`src/rtl/pipeline_run_controller_if.sv`:
```
// Signal bundle between the run controller and whatever drives/observes it
// (board harness or bench): run request, retire stream, halt setup and run results.
interface pipeline_run_controller_if #(
  parameter int PC_WIDTH  = 32,
  parameter int CNT_WIDTH = 16
);
  logic                 start;
  logic                 retire_valid;
  logic [PC_WIDTH-1:0]  retire_pc;
  logic                 halt_en;
  logic [PC_WIDTH-1:0]  halt_pc;
  logic                 core_rst;
  logic                 running;
  logic                 done;
  logic [1:0]           status;
  logic [CNT_WIDTH-1:0] cycle_count;
  logic [CNT_WIDTH-1:0] retire_count;

  modport master (
    output start, retire_valid, retire_pc, halt_en, halt_pc,
    input  core_rst, running, done, status, cycle_count, retire_count
  );

  modport slave (
    input  start, retire_valid, retire_pc, halt_en, halt_pc,
    output core_rst, running, done, status, cycle_count, retire_count
  );
endinterface

```
`src/rtl/pipeline_run_controller.sv`:
```
// Run/reset sequencer for the pipelined core: holds the core in reset, runs it, counts
// cycles/retires and ends the run on halt PC, retire stall or cycle timeout.
module pipeline_run_controller #(
  parameter int RST_HOLD_CYCLES = 2,
  parameter int MAX_CYCLES      = 500,
  parameter int IDLE_LIMIT      = 16,
  parameter int PC_WIDTH        = 32,
  parameter int CNT_WIDTH       = 16
) (
  input  logic                         clk,
  input  logic                         rst,
  pipeline_run_controller_if.slave     bus
);

  localparam longint CNT_LIMIT = (longint'(1) << CNT_WIDTH) - longint'(1);

  if ((MAX_CYCLES < 1) || (longint'(MAX_CYCLES) > CNT_LIMIT) || (RST_HOLD_CYCLES < 1)) begin : g_param_check
    $fatal(1, "pipeline_run_controller: illegal MAX_CYCLES/RST_HOLD_CYCLES");
  end

  localparam int                   HOLD_W    = $clog2(RST_HOLD_CYCLES + 1);
  localparam logic [HOLD_W-1:0]    HOLD_INIT = HOLD_W'(RST_HOLD_CYCLES);
  localparam logic [HOLD_W-1:0]    HOLD_ONE  = HOLD_W'(1);
  localparam logic [CNT_WIDTH-1:0] CNT_ONE   = CNT_WIDTH'(1);
  localparam logic [CNT_WIDTH-1:0] CNT_MAX   = {CNT_WIDTH{1'b1}};
  localparam logic [CNT_WIDTH-1:0] CYC_LAST  = CNT_WIDTH'(MAX_CYCLES - 1);
  localparam logic [CNT_WIDTH-1:0] IDLE_LAST = CNT_WIDTH'(IDLE_LIMIT - 1);
  localparam bit                   STALL_EN  = (IDLE_LIMIT != 0);

  localparam logic [1:0] STAT_NONE    = 2'b00;
  localparam logic [1:0] STAT_HALT    = 2'b01;
  localparam logic [1:0] STAT_TIMEOUT = 2'b10;
  localparam logic [1:0] STAT_STALL   = 2'b11;

  typedef enum logic [1:0] {
    ST_IDLE = 2'd0,
    ST_HOLD = 2'd1,
    ST_RUN  = 2'd2,
    ST_DONE = 2'd3
  } state_e;

  state_e               state_q, state_d;
  logic [HOLD_W-1:0]    hold_cnt_q, hold_cnt_d;
  logic [CNT_WIDTH-1:0] cycle_cnt_q, cycle_cnt_d;
  logic [CNT_WIDTH-1:0] retire_cnt_q, retire_cnt_d;
  logic [CNT_WIDTH-1:0] idle_cnt_q, idle_cnt_d;
  logic [1:0]           status_q, status_d;
  logic                 core_rst_q, core_rst_d;
  logic                 running_q, running_d;
  logic                 done_q, done_d;

  logic [PC_WIDTH-1:0]  retire_pc_s;
  logic [PC_WIDTH-1:0]  halt_pc_s;
  logic                 ev_halt_s;
  logic                 ev_stall_s;
  logic                 ev_timeout_s;

  assign retire_pc_s  = bus.retire_pc;
  assign halt_pc_s    = bus.halt_pc;
  assign ev_halt_s    = bus.halt_en && bus.retire_valid && (retire_pc_s == halt_pc_s);
  assign ev_stall_s   = STALL_EN && !bus.retire_valid && (idle_cnt_q == IDLE_LAST);
  assign ev_timeout_s = (cycle_cnt_q == CYC_LAST);

  // State and registered outputs.
  always_ff @(posedge clk or negedge rst) begin
    if (!rst) begin
      state_q      <= ST_IDLE;
      hold_cnt_q   <= '0;
      cycle_cnt_q  <= '0;
      retire_cnt_q <= '0;
      idle_cnt_q   <= '0;
      status_q     <= STAT_NONE;
      core_rst_q   <= 1'b0;
      running_q    <= 1'b0;
      done_q       <= 1'b0;
    end else begin
      state_q      <= state_d;
      hold_cnt_q   <= hold_cnt_d;
      cycle_cnt_q  <= cycle_cnt_d;
      retire_cnt_q <= retire_cnt_d;
      idle_cnt_q   <= idle_cnt_d;
      status_q     <= status_d;
      core_rst_q   <= core_rst_d;
      running_q    <= running_d;
      done_q       <= done_d;
    end
  end

  // Next state, counters and latched status.
  always_comb begin
    state_d      = state_q;
    hold_cnt_d   = hold_cnt_q;
    cycle_cnt_d  = cycle_cnt_q;
    retire_cnt_d = retire_cnt_q;
    idle_cnt_d   = idle_cnt_q;
    status_d     = status_q;
    case (state_q)
      ST_IDLE: begin
        if (bus.start) begin
          state_d    = ST_HOLD;
          hold_cnt_d = HOLD_INIT;
        end else begin
          state_d = ST_IDLE;
        end
      end
      ST_HOLD: begin
        if (hold_cnt_q == HOLD_ONE) begin
          state_d    = ST_RUN;
          hold_cnt_d = '0;
        end else begin
          hold_cnt_d = hold_cnt_q - HOLD_ONE;
        end
      end
      ST_RUN: begin
        cycle_cnt_d = cycle_cnt_q + CNT_ONE;
        if (bus.retire_valid) begin
          idle_cnt_d   = '0;
          retire_cnt_d = (retire_cnt_q == CNT_MAX) ? retire_cnt_q : retire_cnt_q + CNT_ONE;
        end else begin
          idle_cnt_d = idle_cnt_q + CNT_ONE;
        end
        // Counters above still include the terminating cycle.
        if (ev_halt_s) begin
          state_d  = ST_DONE;
          status_d = STAT_HALT;
        end else if (ev_stall_s) begin
          state_d  = ST_DONE;
          status_d = STAT_STALL;
        end else if (ev_timeout_s) begin
          state_d  = ST_DONE;
          status_d = STAT_TIMEOUT;
        end else begin
          state_d = ST_RUN;
        end
      end
      ST_DONE: begin
        if (bus.start) begin
          state_d      = ST_HOLD;
          hold_cnt_d   = HOLD_INIT;
          cycle_cnt_d  = '0;
          retire_cnt_d = '0;
          idle_cnt_d   = '0;
          status_d     = STAT_NONE;
        end else begin
          state_d = ST_DONE;
        end
      end
      default: begin
        state_d = ST_IDLE;
      end
    endcase
  end

  // Output decode; core reset releases one cycle after RUN is entered.
  always_comb begin
    core_rst_d = 1'b0;
    running_d  = 1'b0;
    done_d     = 1'b0;
    case (state_d)
      ST_RUN: begin
        running_d  = 1'b1;
        core_rst_d = (state_q == ST_RUN);
      end
      ST_DONE: begin
        done_d     = 1'b1;
        core_rst_d = 1'b1;
      end
      default: begin
        core_rst_d = 1'b0;
      end
    endcase
  end

  assign bus.core_rst     = core_rst_q;
  assign bus.running      = running_q;
  assign bus.done         = done_q;
  assign bus.status       = status_q;
  assign bus.cycle_count  = cycle_cnt_q;
  assign bus.retire_count = retire_cnt_q;

endmodule

```
`src/flat_wrapper.sv`:
```
// flat-port wrapper written by rule: the top's interface ports become plain ports
module pipeline_run_controller_flat 
#(
  parameter int RST_HOLD_CYCLES = 2,
  parameter int MAX_CYCLES      = 500,
  parameter int IDLE_LIMIT      = 16,
  parameter int PC_WIDTH        = 32,
  parameter int CNT_WIDTH       = 16
)
  (clk, rst, bus_start, bus_retire_valid, bus_retire_pc, bus_halt_en, bus_halt_pc, bus_core_rst, bus_running, bus_done, bus_status, bus_cycle_count, bus_retire_count);
  pipeline_run_controller_if #(.PC_WIDTH(PC_WIDTH), .CNT_WIDTH(CNT_WIDTH)) bus_i ();
  input  logic clk;
  input  logic rst;
  input wire logic [$bits(bus_i.start)-1:0] bus_start;
  input wire logic [$bits(bus_i.retire_valid)-1:0] bus_retire_valid;
  input wire logic [$bits(bus_i.retire_pc)-1:0] bus_retire_pc;
  input wire logic [$bits(bus_i.halt_en)-1:0] bus_halt_en;
  input wire logic [$bits(bus_i.halt_pc)-1:0] bus_halt_pc;
  output wire logic [$bits(bus_i.core_rst)-1:0] bus_core_rst;
  output wire logic [$bits(bus_i.running)-1:0] bus_running;
  output wire logic [$bits(bus_i.done)-1:0] bus_done;
  output wire logic [$bits(bus_i.status)-1:0] bus_status;
  output wire logic [$bits(bus_i.cycle_count)-1:0] bus_cycle_count;
  output wire logic [$bits(bus_i.retire_count)-1:0] bus_retire_count;
  assign bus_i.start = bus_start;
  assign bus_i.retire_valid = bus_retire_valid;
  assign bus_i.retire_pc = bus_retire_pc;
  assign bus_i.halt_en = bus_halt_en;
  assign bus_i.halt_pc = bus_halt_pc;
  assign bus_core_rst = bus_i.core_rst;
  assign bus_running = bus_i.running;
  assign bus_done = bus_i.done;
  assign bus_status = bus_i.status;
  assign bus_cycle_count = bus_i.cycle_count;
  assign bus_retire_count = bus_i.retire_count;
  pipeline_run_controller #(.RST_HOLD_CYCLES(RST_HOLD_CYCLES), .MAX_CYCLES(MAX_CYCLES), .IDLE_LIMIT(IDLE_LIMIT), .PC_WIDTH(PC_WIDTH), .CNT_WIDTH(CNT_WIDTH)) u_core (.clk(clk), .rst(rst), .bus(bus_i));
endmodule
```
`config.mk`:
```
export PLATFORM = sky130hd
export DESIGN_NAME = pipeline_run_controller_flat
export DESIGN_NICKNAME = d
export VERILOG_FILES = /design/src/rtl/pipeline_run_controller_if.sv /design/src/rtl/pipeline_run_controller.sv /design/src/flat_wrapper.sv
export SDC_FILE = /design/constraint.sdc
export NUM_CORES = 1
export LEC_CHECK = 0
export CAP_MARGIN = 20
export CORE_MARGIN = 5
export CORE_UTILIZATION = 25
export DETAILED_ROUTE_END_ITERATION = 12
export DONT_BUFFER_PORTS = 1
export PLACE_DENSITY = 0.41
export SYNTH_ARGS = -nofsm -noshare
export SYNTH_HDL_FRONTEND = slang
export SYNTH_SLANG_ARGS = --single-unit
```
`constraint.sdc`:
```
create_clock -name clk -period 2 [get_ports clk]
set_input_delay 0.2 -clock clk [delete_from_list [all_inputs] [get_ports clk]]
set_output_delay 0.2 -clock clk [all_outputs]
set_load 0.02 [all_outputs]
```
# ---- Yosys cells after proc, flatten, opt, wreduce, memory -nomap -nowiden
# Cells that the tools add are included.
dict set report totals {
  output_inout_bits 37
  wordCells 65
  ff_bits 57
  input_bits 69
}
dict set report classes {
  eq_ne 15
  n_mux 25
  n_reduce_logical 12
  addsub 4
}
# operator count
set ops {}
lappend ops {{$pmux 16 s2} 3}
lappend ops {{$mux 16} 4}
lappend ops {{$add 16x1->16 const B} 3}
lappend ops {{$eq 32x32->1} 1}
lappend ops {{$mux 2} 10}
lappend ops {{$eq 16x16->1 const B} 1}
lappend ops {{$eq 16x4->1 const B} 1}
lappend ops {{$eq 16x9->1 const B} 1}
lappend ops {{$eq 2x2->1 const B} 4}
lappend ops {{$pmux 2 s2} 2}
lappend ops {{$pmux 2 s4} 1}
lappend ops {{$ne 2x2->1 const B} 3}
lappend ops {{$eq 2x1->1 const B} 2}
lappend ops {{$mux 1} 4}
lappend ops {{$ne 4x1->1 const B} 1}
lappend ops {{$reduce_and 2->1} 2}
lappend ops {{$reduce_and 4->1} 1}
lappend ops {{$reduce_bool 2->1} 2}
lappend ops {{$logic_and 1x1->1} 3}
lappend ops {{$reduce_and 3->1} 1}
lappend ops {{$logic_not 2->1} 1}
lappend ops {{$ne 2x1->1 const B} 1}
lappend ops {{$pmux 1 s2} 1}
lappend ops {{$reduce_or 2->1} 1}
lappend ops {{other kinds (2)} 2}

# ---- Logic depth before layout (Yosys ltp)
# Gate-level depths: netlist of run 1.
dict set report depth {
  word_depth 7
  ltp_mapped 8
}

# ---- Worst setup path after synthesis of run 1
# OpenSTA, ideal clock, no wires.
dict set report synth_timing {
  kind {register to register}
  startpoint {register u_core.state_q[0]}
  endpoint {register u_core.retire_cnt_q[7] (netlist: u_core.bus.retire_count[7])}
  arrival_time_ps 1787
  synth_period_minus_slack_ps 1919
  path_slack_ps 81
  stages_incl_launch_ff 9
  setup_time_ps 132
  path_cell_list {dfrtp_1 ha_1 buf_4 mux2i_1 nor3b_2 nand4_1 nor2b_1 o21ai_0 o41ai_1}
}
dict set report synth_between {
  elab_chain_cells 3
  word_cells_on_any_way 8
}
# item line_no
set synth_lines {}
lappend synth_lines {{start, declared} pipeline_run_controller.sv:42} ;# state_e state_q, state_d;
lappend synth_lines {{start signal, assigned} pipeline_run_controller.sv:77} ;# state_q <= state_d;
lappend synth_lines {{$eq 2x2->1} pipeline_run_controller.sv:97} ;# case (state_q)
lappend synth_lines {{$ne 2x2->1 (no source line) / $reduce_bool 2->1 (equally long branches)} n/a}
lappend synth_lines {{$reduce_and 4->1 (no source line)} n/a}
lappend synth_lines {{end signal, assigned} pipeline_run_controller.sv:80} ;# retire_cnt_q <= retire_cnt_d;
lappend synth_lines {{end, declared} pipeline_run_controller.sv:45} ;# logic [CNT_WIDTH-1:0] retire_cnt_q, retire_cnt_d;
# Parallel ways exist; a longest one is shown, timed or not.
# A chain may end at the register's enable or synchronous reset.

# ---- Worst setup path after layout of run 1
dict set report layout_timing {
  startpoint {register u_core.idle_cnt_q[6]}
  endpoint {register u_core.status_q[1] (netlist: u_core.bus.status[1])}
}
dict set report layout_between {
  elab_chain_cells 5
  word_cells_on_any_way 7
}
# item line_no
set layout_lines {}
lappend layout_lines {{start, declared} pipeline_run_controller.sv:46} ;# logic [CNT_WIDTH-1:0] idle_cnt_q, idle_cnt_d;
lappend layout_lines {{start signal, assigned} pipeline_run_controller.sv:81} ;# idle_cnt_q <= idle_cnt_d;
lappend layout_lines {{$eq 16x4->1 (*)} pipeline_run_controller.sv:61} ;# assign ev_stall_s = STALL_EN && !bus.retire_valid && (idle_cnt_q == IDLE_LAST);
lappend layout_lines {{$logic_and 1x1->1 (*)} pipeline_run_controller.sv:61}
lappend layout_lines {{$mux 2} pipeline_run_controller.sv:126} ;# end else if (ev_stall_s) begin
lappend layout_lines {{$mux 2} pipeline_run_controller.sv:123} ;# if (ev_halt_s) begin
lappend layout_lines {{$pmux 2 s2} pipeline_run_controller.sv:97}
lappend layout_lines {{end signal, assigned} pipeline_run_controller.sv:82} ;# status_q <= status_d;
lappend layout_lines {{end, declared} pipeline_run_controller.sv:47} ;# logic [1:0] status_q, status_d;
# Mark *: on every way between the ends. The rest lies on a longest branch, timed or not.

==> metrics, run 1 <==
outcome=finished clean; clock latency on the worst-skew pair=0.33 ns; initial antenna violation count=0; antenna-violating nets left=0; grt total ovfl=0; synth top area cells=dfrtp_1, xor2_1, nor2_1; CP Launch Type=register; Tot GR Track Use=12.6%; vias in the first global route=3087; port bufs=0; # setup viols final=0; register bit total from synthesis=57; Avg Vias per Cell=4.92; die width=128 µm; min-delay worst type=in2reg; Synth area leader=dfrtp_1; ANT cells=0; CTS tree=built; Avg Cell Area, Syn=9.31 µm²; DRT Pass-1 Iters=4; slowest CP cell=or4_4; CTS H-Tree Depth=3; synth cell count leaders=dfrtp_1, xor2_1, nor2_1; final hold violation count=0; crit-path max cell delay=0.55 ns; crit path kind=reg2reg; Ys Warns=0; sequential area share after synthesis=40.8%; Fmax=519 MHz; hold wc startpoint=bus_start; CP arrival=2.14 ns; TritonCTS Buffers=9; Routed WL per cell=17.0 µm; Sink Count=57; peak supply drop=0.000364 V; first-pass GRT wire length=16.3 mm; Area Overhead vs Synth=28.2%; Starting Density=25.3%; multi-input logic area=2040 µm²; Synth Net Count=453; data required time of the critical path=2.21 ns; Post-synth EDFFs=0; pin count of the biggest net entering global routing=58; Worst-Margin Slew=0.435 ns; FILL cells=1415; cell count after synthesis=376; Std-Cell Rows=43; Max Clock Skew=0.00616 ns; sequential cell area=1430 µm²; gpl congestion=0.755; Yosys cell types=54; dominant synthesized flop cell=dfrtp_1; clk root buf=clkbuf_16; Clk pin slew, worst setup/hold paths=0.05 ns; Tot Pwr=4.51 mW; DRC viols=0; CTS max path bufs=2; final wirelength=10.4 mm; Nets=507; Die H=128 µm; final worst path period share=96.4%; layout cell share with drive strength beyond 1=21.4%; static leakage=1.96 nW; RSZ-0062 raised after global routing=true; Synth top area share=40.8%; Detail Placement HPWL=7.96 mm; synthesized area=3500 µm²; core box area=13800 µm²; DR vias=3024; DR iter-0 viols=106; Worst Hold Slack=0.0471 ns; most common cell in the netlist=dfrtp_1; io pins=106; Final Max Slew Viols=0; CP Max Fanout=3; Slew headroom=70.6%; Worst Setup SP=u_core.idle_cnt_q[6]; CP Cell Sequence=or4_4, nor4_4, a41oi_2, a21o_1, a21oi_1, o21ai_1; Worst R2R Start=u_core.idle_cnt_q[6]; Post-synth ARST share=100%; min cycle time layout=1.93 ns; Die Area=16500 µm²; PD cells=1010 nW/µm²; Critical Path Sink Type=register; maxcap violations=0
## metal layers
layer | wire length [µm] | part of all wire [%] | up-vias | global-route usage [%]
li1 | - | - | 1464 | -
met1 | 4430 | 43 | 1433 | 15.4
met5 | 0 | 0 | - | 0
met3 | 805 | 7.7 | 14 | 4.46
met2 | 5050 | 48 | 113 | 21.1
met4 | 140 | 1.3 | 0 | 3.93
## worst paths after layout
kind | to | slack [ns] | cells past startpoint
max | u_core.bus.status[1] | 0.07 | 6
min | u_core.hold_cnt_q[1] | 0.05 | 2
max reg2reg | u_core.bus.status[1] | 0.07 | 6
min reg2reg | u_core.idle_cnt_q[15] | 0.50 | 1
max in group asynchronous | u_core.state_q[1] | 1.33 | 2
min in group asynchronous | u_core.bus.cycle_count[5] | 0.42 | 2
## registers in the layout, summed over array words and instances (netlist names)
name                     count
u_core.bus.done              1
u_core.bus.running           1
u_core.bus.retire_count     16
u_core.bus.core_rst          1
u_core.bus.status            2
u_core.hold_cnt_q            2
u_core.state_q               2
u_core.idle_cnt_q           16
u_core.bus.cycle_count      16
## critical path: cells and delay by family (launching register included)
family / cells / cell delay (ns)
compound gates: 4 / 0.52
simple gates: 2 / 0.91
flops: 1 / 0.38
## layout by cell type (no fill, tap or decap), types with 4 or more instances in the layout
master | Yosys | final
a21oi_1 | 11 | 11
a22o_1 | 5 | 5
and2_1 | 7 | 7
and3_1 | 10 | 10
and4_1 | 7 | 7
buf_4 | 4 | 51
clkbuf_16 | 0 | 9
dfrtp_1 | 57 | 56
ha_1 | 8 | 6
inv_1 | 7 | 5
mux2i_1 | 5 | 5
nand2_1 | 29 | 28
nand3_1 | 19 | 19
nand4_1 | 11 | 11
nor2_1 | 40 | 38
nor2b_1 | 5 | 4
nor3_1 | 7 | 7
nor4_1 | 8 | 8
o21ai_0 | 25 | 23
o31ai_1 | 4 | 4
xnor2_1 | 9 | 9
xor2_1 | 47 | 47
## report_power, final
| part | internal, mW | total, mW | leakage (nW) | switching [mW] |
|---|---|---|---|---|
| clock network | 1.08 | 1.62 | 0.152 | 0.541 |
| logic | 0.540 | 1.30 | 1.05 | 0.756 |
| registers | 1.36 | 1.59 | 0.760 | 0.235 |
| total | 2.98 | 4.51 | 1.96 | 1.53 |
## metrics by stage
step	util, %	std cells	cell area, µm²	setup slack [ns]	setup TNS, ns
after floorplan	-	376	3500	0.0807	0
after global placement	29.3	594	4050	0.0997	0
after detailed placement	29.3	594	4050	0.0224	0
after CTS	31.9	613	4410	0.00241	0
after global routing	32.5	615	4490	-0.0203	-0.0307
final	32.5	615	4490	0.0721	0
## cell type report
| type | instances | share of cell area [%] |
|---|---|---|
| repair buffers | 55 | 10.0 |
| flip-flops and latches | 57 | 31.8 |
| clock inverters | 6 | 1.84 |
| well taps | 180 | 5.02 |
| clock buffers | 10 | 5.10 |
| multi-input cells | 300 | 45.5 |
| inverters | 7 | 0.669 |
## kinds of logic after synthesis
logic type,synth area share [%]
AO/OA/AOI/OAI,13.8
XOR/XNOR,14.0
adder cells (fa/ha/maj),2.86
buffers and inverters,2.54
flip-flops,40.8
multiplexers,1.75
AND/OR/NAND/NOR,24.3
## repair_timing
action | CTS | global route
hold endpoints to repair | 59 | 0
buffers inserted | 0 | 2
setup endpoints to repair | 0 | 25
resized for setup | 0 | 18
hold buffers | 3 | 0
Note: power is estimated with default switching activity, not from simulation.
==> run 2: changes to the inputs <==
- CTS_BUF_LIST: not set -> sky130_fd_sc_hd__clkbuf_4 sky130_fd_sc_hd__clkbuf_8
- PLACE_DENSITY: 0.41 -> 0.39
- clock period: 2 -> 2.3 ns (I/O delays scaled with it)
==> run 2 against run 1 <==
  * Non-clock buffer count fell by 27
  * Via count fell by 4.3%
  * Clock power decreased by 45%
  * Combinational power fell by 24%
  * Worst setup slack gained 0.085 ns
  * Core utilization fell by 3.0 points
  * Register-to-register slack better by 0.09 ns
  * Global-route usage down 0.45 points
  * Sequential share of layout area is 3.2 points higher
  * Critical path depth stayed put
  * Power down 27%
==> metrics, run 2 (synthesis results as in run 1) <==
Final Max Slew Viols=0 (unchanged); post_cts resized=0 (unchanged); Tot Pwr=3.29 mW (was 4.51 mW); Critical Path Sink Type=register (unchanged); vias in the first global route=2884 (was 3087); Sink Count=57 (unchanged); gpl congestion=0.742 (was 0.755); Fmax=467 MHz (was 519 MHz); Std-Cell Rows=43 (unchanged); FF-to-FF path depth=6 (unchanged); Worst R2R Start=u_core.idle_cnt_q[6] (unchanged); antenna-violating nets left=0 (unchanged); min-delay worst type=in2reg (unchanged); RSZ-0062 raised after global routing=false (was true); first-pass GRT wire length=15.7 mm (was 16.3 mm); grt total ovfl=0 (unchanged); PnR worst setup slack=0.158 ns (was 0.0721 ns); min cycle time layout=2.14 ns (was 1.93 ns); DP Worst Slack=0.114 ns (was 0.0224 ns); PD cells=808 nW/µm² (was 1010 nW/µm²); crit path kind=reg2reg (unchanged); FILL cells=1461 (was 1415); placed cell area=3850 µm² (was 4050 µm²); Nets=480 (was 507); final hold violation count=0 (unchanged); Tot GR Track Use=12.2% (was 12.6%); TritonCTS Buffers=9 (unchanged); pin count of the biggest net entering global routing=58 (unchanged); ANT cells=0 (unchanged); CTS tree=built (unchanged); port bufs=0 (unchanged); Setup crit end=u_core.bus.running (was u_core.bus.status[1]); Starting Density=25.3% (unchanged); clock latency on the worst-skew pair=0.35 ns (was 0.33 ns); clk root buf=clkbuf_8 (was clkbuf_16); Final Non-Filler Cells=588 (was 615); endpoint of the worst-slack reg-to-reg timing path=u_core.bus.running (was u_core.bus.status[1]); DR iter-0 viols=149 (was 106); outcome=finished clean (unchanged); Clk pin slew, worst setup/hold paths=0.07 ns (was 0.05 ns); Worst-Margin Slew=0.487 ns (was 0.435 ns); DRT Pass-1 Iters=4 (unchanged); sequential cell area=1430 µm² (about the same); Worst Setup SP=u_core.idle_cnt_q[6] (unchanged); commonest non-fill, non-tap cell in the layout=dfrtp_1 (unchanged); maxcap violations=0 (unchanged); die width=128 µm (unchanged); core box area=13800 µm² (unchanged); final instance area=4080 µm² (was 4490 µm²); CP Launch Type=register (unchanged); TNS Setup=0 ns (unchanged); data required time of the critical path=2.51 ns (was 2.21 ns); # setup viols final=0 (unchanged); layout cell share with drive strength beyond 1=14.0% (was 21.4%); Slew headroom=67.4% (was 70.6%); CTS H-Tree Depth=3 (unchanged); Routed WL per cell=16.9 µm (was 17.0 µm); DRC viols=0 (unchanged); final worst path period share=93.2% (was 96.4%); DR vias=2895 (was 3024); Max Clock Skew=0.0104 ns (was 0.00616 ns); final wirelength=9.96 mm (was 10.4 mm); peak supply drop=0.000196 V (was 0.000364 V); CTS max path bufs=2 (unchanged); initial antenna violation count=0 (unchanged); Die H=128 µm (unchanged); multi-input logic area=1980 µm² (was 2040 µm²); io pins=106 (unchanged); Area Overhead vs Synth=16.6% (was 28.2%); most frequent cells in the layout=dfrtp_1, xor2_1, nor2_1, nand2_1 (was dfrtp_1, buf_4, xor2_1, nor2_1, nand2_1); Detail Placement HPWL=7.51 mm (was 7.96 mm); Avg Vias per Cell=4.92 (about the same); CP Max Fanout=6 (was 3); CP arrival=2.36 ns (was 2.14 ns); static leakage=1.77 nW (was 1.96 nW); # Post-CTS Setup Buffers=0 (unchanged); FF-to-FF setup slack=0.16 ns (was 0.07 ns); Die Area=16500 µm² (unchanged); placed insts=569 (was 594)
## run 2: changes by cell type in the layout (fill, tap and decap cells not counted), sizes merged
cell / change
buf: -27
bufinv: -2
clkbuf: +3
clkinvlp: -2
inv: +1
## run 2: routing by layer
metal / global-route usage (%) / vias up / part of all wire (%)
met5: 0 / - / 0
met4: 4.87 / 0 / 1.4
met3: 3.67 / 11 / 7.5
met2: 19.7 / 122 / 47
met1: 15.2 / 1353 / 44
li1: - / 1409 / -
## run 2: through the flow
step | util, % | hold WS (ns)
2_1_floorplan | - | -0.0656
3_3_place_gp | 27.8 | -0.0633
3_5_place_dp | 27.8 | -0.0632
4_1_cts | 29.5 | 0.0361
5_1_grt | 29.5 | 0.0446
6_report | 29.5 | 0.0539
## run 2: worst max-delay path: stages, from the launching register on
cell and delay (ns):
dfrtp_1 0.44, or4_4 0.57, nor4_4 0.41, a41oi_2 0.12, o31ai_2 0.17, a21oi_1 0.14
nor2b_1 0.16
## run 2: worst min path at each step
| stage | slack, ns | from | cells after the start | endpoint |
|---|---|---|---|---|
| after floorplan | -0.07 | rst | 0 | u_core.bus.core_rst |
| after global placement | -0.06 | rst | 0 | u_core.bus.cycle_count[6] |
| after detailed placement | -0.06 | rst | 0 | u_core.bus.cycle_count[6] |
| after CTS | 0.04 | bus_start | 2 | u_core.hold_cnt_q[1] |
| after global routing | 0.04 | bus_start | 2 | u_core.hold_cnt_q[1] |
| final | 0.05 | bus_start | 2 | u_core.hold_cnt_q[1] |
## run 2: timing repair
item | in CTS | in global routing
hold endpoints to repair | 59 | 0
setup endpoints to repair | 0 | 1
hold buffers | 3 | 0
## run 2: final cells by class
cell class / instances / share of cell area (%)
clock buffers: 13 / 4.08
clock inverters: 3 / 0.368
inverters: 7 / 0.644
multi-input cells: 300 / 48.7
flip-flops and latches: 57 / 35.0
well taps: 180 / 5.52
repair buffers: 28 / 5.77
## run 2: report_power, final
group          internal, mW  switching [mW]  total (mW)  leakage (nW)
logic                 0.419           0.574       0.993         0.906
registers              1.18           0.241        1.42         0.762
clock network         0.469           0.416       0.885         0.100
total                  2.06            1.23        3.29          1.77
